## config.mk

```make
export PLATFORM = sky130hd
export DESIGN_NAME = serial_borrow_subtractor_flat
export DESIGN_NICKNAME = d
export VERILOG_FILES = /design/src/rtl/serial_borrow_subtractor_if.sv /design/src/rtl/serial_borrow_subtractor.sv /design/src/flat_wrapper.sv
export SDC_FILE = /design/constraint.sdc
export NUM_CORES = 1
export LEC_CHECK = 0
export CAP_MARGIN = 0
export CORE_ASPECT_RATIO = 1.5
export CORE_MARGIN = 5
export CORE_UTILIZATION = 40
export CTS_CLUSTER_SIZE = 28
export DETAILED_ROUTE_END_ITERATION = 8
export GPL_TIMING_DRIVEN = 0
export PLACE_DENSITY = 0.68
export SLEW_MARGIN = 30
export SYNTH_ARGS = -nofsm -noshare
export SYNTH_HDL_FRONTEND = slang
export SYNTH_SLANG_ARGS = --single-unit
```

## constraint.sdc

```tcl
create_clock -name clk -period 1.8 [get_ports clk]
set_input_delay 0.54 -clock clk [delete_from_list [all_inputs] [get_ports clk]]
set_output_delay 0.54 -clock clk [all_outputs]
set_load 0.01 [all_outputs]
```

## src/rtl/serial_borrow_subtractor_if.sv

```systemverilog
// Operand/result bundle for the bit-serial borrow subtractor.
// The master issues start/a/b/bin and the slave returns busy/done/diff/bout/ovf.
interface serial_borrow_subtractor_if #(
    parameter int WIDTH = 8
);
    logic             start;
    logic [WIDTH-1:0] a;
    logic [WIDTH-1:0] b;
    logic             bin;
    logic             busy;
    logic             done;
    logic [WIDTH-1:0] diff;
    logic             bout;
    logic             ovf;

    modport master (
        output start, a, b, bin,
        input  busy, done, diff, bout, ovf
    );

    modport slave (
        input  start, a, b, bin,
        output busy, done, diff, bout, ovf
    );
endinterface

```

## src/rtl/serial_borrow_subtractor.sv

```systemverilog
// Bit-serial ripple-borrow subtractor: a - b - bin, one bit per clock, LSB first,
// with the borrow carried in a flip-flop; result flagged by a one-cycle done pulse.
//
// state | meaning
// IDLE  | waiting for start; diff/bout/ovf hold the last result
// BUSY  | processing bit cnt of the latched operands
// DONE  | done pulse cycle; diff/bout/ovf valid
module serial_borrow_subtractor #(
    parameter int WIDTH = 8
) (
    input  logic                        clk,
    input  logic                        rst_n,
    serial_borrow_subtractor_if.slave   bus
);
    localparam int CW = (WIDTH > 1) ? $clog2(WIDTH) : 1;
    localparam logic [CW-1:0] LAST = CW'(WIDTH - 1);

    typedef enum logic [1:0] {
        IDLE = 2'd0,
        BUSY = 2'd1,
        DONE = 2'd2
    } state_t;

    state_t           state;
    logic [WIDTH-1:0] sa;
    logic [WIDTH-1:0] sb;
    logic             br;
    logic [CW-1:0]    cnt;
    logic [WIDTH-1:0] diff_q;
    logic             bout_q;
    logic             ovf_q;
    logic             busy_q;
    logic             done_q;

    logic d_bit;
    logic br_nxt;

    // One full-subtractor cell; operands are consumed from bit 0 of the shift registers.
    assign d_bit  = sa[0] ^ sb[0] ^ br;
    assign br_nxt = (~sa[0] & sb[0]) | (~(sa[0] ^ sb[0]) & br);

    always_ff @(posedge clk or negedge rst_n) begin
        if (!rst_n) begin
            state  <= IDLE;
            sa     <= '0;
            sb     <= '0;
            br     <= 1'b0;
            cnt    <= '0;
            diff_q <= '0;
            bout_q <= 1'b0;
            ovf_q  <= 1'b0;
            busy_q <= 1'b0;
            done_q <= 1'b0;
        end else begin
            case (state)
                IDLE: begin
                    done_q <= 1'b0;
                    if (bus.start) begin
                        sa     <= bus.a;
                        sb     <= bus.b;
                        br     <= bus.bin;
                        cnt    <= '0;
                        busy_q <= 1'b1;
                        state  <= BUSY;
                    end
                end
                BUSY: begin
                    sa     <= sa >> 1;
                    sb     <= sb >> 1;
                    br     <= br_nxt;
                    diff_q <= {d_bit, diff_q[WIDTH-1:1]};
                    cnt    <= cnt + 1'b1;
                    if (cnt == LAST) begin
                        // On the last bit sa[0]/sb[0] are the operand sign bits.
                        bout_q <= br_nxt;
                        ovf_q  <= (sa[0] ^ sb[0]) & (d_bit ^ sa[0]);
                        cnt    <= '0;
                        busy_q <= 1'b0;
                        done_q <= 1'b1;
                        state  <= DONE;
                    end
                end
                DONE: begin
                    done_q <= 1'b0;
                    state  <= IDLE;
                end
                default: begin
                    busy_q <= 1'b0;
                    done_q <= 1'b0;
                    state  <= IDLE;
                end
            endcase
        end
    end

    assign bus.busy = busy_q;
    assign bus.done = done_q;
    assign bus.diff = diff_q;
    assign bus.bout = bout_q;
    assign bus.ovf  = ovf_q;
endmodule

```

## src/flat_wrapper.sv

```systemverilog
// flat-port wrapper written by rule: the top's interface ports become plain ports
module serial_borrow_subtractor_flat 
#(
    parameter int WIDTH = 8
)
  (clk, rst_n, bus_start, bus_a, bus_b, bus_bin, bus_busy, bus_done, bus_diff, bus_bout, bus_ovf);
  serial_borrow_subtractor_if #(.WIDTH(WIDTH)) bus_i ();
  input  logic clk;
  input  logic rst_n;
  input wire logic [$bits(bus_i.start)-1:0] bus_start;
  input wire logic [$bits(bus_i.a)-1:0] bus_a;
  input wire logic [$bits(bus_i.b)-1:0] bus_b;
  input wire logic [$bits(bus_i.bin)-1:0] bus_bin;
  output wire logic [$bits(bus_i.busy)-1:0] bus_busy;
  output wire logic [$bits(bus_i.done)-1:0] bus_done;
  output wire logic [$bits(bus_i.diff)-1:0] bus_diff;
  output wire logic [$bits(bus_i.bout)-1:0] bus_bout;
  output wire logic [$bits(bus_i.ovf)-1:0] bus_ovf;
  assign bus_i.start = bus_start;
  assign bus_i.a = bus_a;
  assign bus_i.b = bus_b;
  assign bus_i.bin = bus_bin;
  assign bus_busy = bus_i.busy;
  assign bus_done = bus_i.done;
  assign bus_diff = bus_i.diff;
  assign bus_bout = bus_i.bout;
  assign bus_ovf = bus_i.ovf;
  serial_borrow_subtractor #(.WIDTH(WIDTH)) u_core (.clk(clk), .rst_n(rst_n), .bus(bus_i));
endmodule
```

==> results.py <==
metrics = {
    "placed_design": {
        "io_buffer_count": 31,
        "gp_congestion": 0.7967,
        "dp.cells": 213,
        "dp_hpwl_um": 2393,
    },
    "route": {
        "drtAntennaViolNets": 0,
        "highest_layer": "met4",
        "wirelength_um": 3250,
        "firstDrtPassIters": 4,
        "dr_wl_met3_um": 198,
        "drt_iter0_drc": 26,
        "wl_met2_um": 1605,
        "avgViaCountPerCell": 5.303,
        "wl_per_cell_um": 14.71,
        "dr_total_vias": 1172,
        "drc": 0,
        "drt-met1-wl_um": 1390,
    },
    "critical_path": {
        "cp_num_cells": 1,
        "cp_slowest_cell": "clkdlybuf4s50_1",
        "cp_max_fo": 3,
        "critPathBufInv": 1,
        "critPathTopFamily": "buffers and inverters",
        "crit_path_start_kind": "register",
        "crit_chain": "clkdlybuf4s50_1",
        "required_ns": 1.26,
        "criticalPathCategory": "register to output port",
        "slowest_delay_ns": 0.55,
        "r2r_cells": 4,
        "crit_arrival_ns": 1.20,
        "worstSetupEndpointType": "output port",
    },
    "synthesis": {
        "syn_area_um2": 1494,
        "synth.avg_cell_area_um2": 10.83,
        "ys_seq_area_frac": 0.5695,
        "ys_ff_latch": 34,
        "synth_warnings": 0,
        "syn_nets": 162,
        "yosysUniqueCellTypes": 28,
        "synth_cells": 138,
    },
    "power": {
        "p_total_mw": 3.345,
        "clock_power_share": 0.171,
        "p_per_area_nw_per_um2": 1698,
        "total_leakage_power_nw": 0.9139,
        "irDropWorstVdd_mv": 0.9500,
        "power_frac_comb": 0.426,
        "swShare": 0.3480,
        "seq_power_share": 0.404,
        "cellInternalPower_mw": 2.181,
        "p_sw_mw": 1.164,
    },
    "die": {
        "dieArea_um2": 5082,
        "die-height_um": 84.85,
        "start_util": 0.4095,
        "core_um2": 3649,
        "die_x_um": 59.90,
        "io_pins": 32,
        "rows": 27,
    },
    "grt": {
        "grt_pass1_wl_um": 5644,
        "antenna_found_initial": 0,
        "grt_pass1_vias": 1266,
        "grt_usage": 0.1436,
        "gr-total-overflow": 0,
        "grt_max_degree": 27,
    },
    "sta": {
        "tightest_slew_ns": 0.4306,
        "fin_skew_ns": 0.002992,
        "rsz0062_at_grt": "no",
        "hold_violations": 0,
        "drv_slew": 0,
        "setup_viol": 0,
        "period_needed_ns": 1.744,
        "fmax_ghz": 0.5734,
        "min_period_over_period": 0.9689,
        "relSlewSlack": 0.7124,
    },
    "finish": {
        "syn2layout_area_growth_pct": 31.83,
        "drive_gt1_frac": 0.1124,
        "fin_nets": 201,
        "diodes": 0,
        "fill_cells": 337,
        "final_common_cell": "dfrtp_1",
        "final_cell_mix": "dfrtp_1 (34), nand2_1 (29), clkdlybuf4s50_1 (28)",
        "instances_no_fill": 221,
    },
    "clock_tree": {
        "clk_pin_slew_worst_paths_ns": 0.07,
        "cts_root_buffer": "clkbuf_8",
        "cts_buffer_depth": 2,
        "numCtsBuffers": 5,
        "htreeDepth": 2,
        "worstSkewPairLatency_ns": 0.28,
        "clkSinkCount": 34,
        "cts_tree": "built",
    },
    "run_status": {
        "outcome": "complete, no violations",
    },
    "hold_path": {
        "hp-class": "input pin to async pin",
    },
    "run": {
        "drv_cap": 0,
    },
}
-- synth_stat cells (all sizes together) --
master   count  area share
dfrtp       34        0.57
nand2       29       0.073
o22ai        8       0.034
buf          7       0.028
a2bb2oi      6       0.035
nor2         6       0.017
o22a         6       0.035
inv          4       0.010
nand3b       4       0.020
o21ai        4       0.013
a22oi        3       0.015
ha           3       0.025
nand2b       3       0.013
nand3        3       0.010
nor2b        3       0.013
a21oi        2      0.0067
a22o         2       0.012
o221a        2       0.015
o31ai        2       0.010
a32o         1      0.0067
clkinv       1      0.0025
fa           1       0.013
mux2         1      0.0075
o21bai       1      0.0050
o2bb2ai      1      0.0059
xor2         1      0.0059
-- cell type report --
| class | count | area, µm² | area share |
|---|---|---|---|
| repair buffers | 32 | 330.3 | 0.1677 |
| flip-flops and latches | 34 | 850.8 | 0.4320 |
| plain buffers | 7 | 41.29 | 0.02097 |
| clock inverters | 1 | 5.005 | 0.002541 |
| well taps | 43 | 53.80 | 0.02732 |
| inverters | 5 | 18.77 | 0.009530 |
| multi-input cells | 92 | 583.1 | 0.2961 |
| clock buffers | 7 | 86.33 | 0.04384 |
-- through the flow --
step | setup WS, ns | hold slack (ns) | utilization | TNS, ns | cell area, µm²
after floorplan | 0.4178 | 0.2444 | - | 0 | 1494
after global placement | -0.4749 | 0.4619 | 0.5093 | -17.44 | 1858
after CTS | 0.04541 | 0.1020 | 0.5384 | 0 | 1964
after global routing | 0.01193 | 0.1197 | 0.5398 | 0 | 1969
after detailed placement | -0.1717 | 0.4109 | 0.5134 | -1.549 | 1873
final | 0.05594 | 0.1056 | 0.5398 | 0 | 1969
-- flip-flops by register name, summed over array words and instances (netlist names) --
register	count
u_core.bus.done	1
u_core.cnt	3
u_core.state	2
u_core.bus.ovf	1
u_core.bus.busy	1
u_core.sb	8
u_core.bus.diff	8
u_core.sa	8
u_core.bus.bout	1
u_core.br	1
-- kinds of logic (layout without fill, tap and decap cells) --
group	after synthesis	count (layout)	share of synthesized area
XOR/XNOR	1	1	0.005864
AO/OA/AOI/OAI	38	38	0.1935
AND/OR/NAND/NOR	48	48	0.1449
multiplexers	1	1	0.007537
flip-flops	34	34	0.5695
adder cells (fa/ha/maj)	4	4	0.03853
buffers and inverters	12	52	0.04020
-- final timing paths --
| kind | startpoint | end | slack [ns] |
|---|---|---|---|
| worst max register to register | u_core.cnt[0] | u_core.bus.bout | 0.28 |
| max in group asynchronous | rst_n | u_core.state[0] | 1.29 |
| worst min-delay path | rst_n | u_core.bus.ovf | 0.11 |
| worst max-delay path | u_core.bus.diff[4] | bus_diff[4] | 0.06 |
| min in group clk | u_core.bus.diff[0] | u_core.bus.diff[0] | 0.48 |
| worst min register to register | u_core.bus.diff[0] | u_core.bus.diff[0] | 0.48 |
-- layer usage --
layer  vias to the layer above  GRT usage
met5                         -          0
met3                         6    0.04110
met4                         0    0.05444
met1                       562     0.1704
met2                        40     0.2392
li1                        564          -
-- power groups by stage --
stage	clock network (mW)	logic (mW)	registers, mW
after floorplan	0	0.901	1.36
after global placement	0	1.39	1.34
after detailed placement	0	1.44	1.36
after CTS	0.594	1.45	1.35
after global routing	0.634	1.57	1.40
final	0.571	1.42	1.35
-- timing repair --
item,4_1_cts,5_1_grt
endpoints found under the setup margin,0,3
gates resized for setup,0,2
hold endpoints to repair,0,0
hold buffers,0,0
setup buffers,0,0
(Power assumes the default switching activity.)
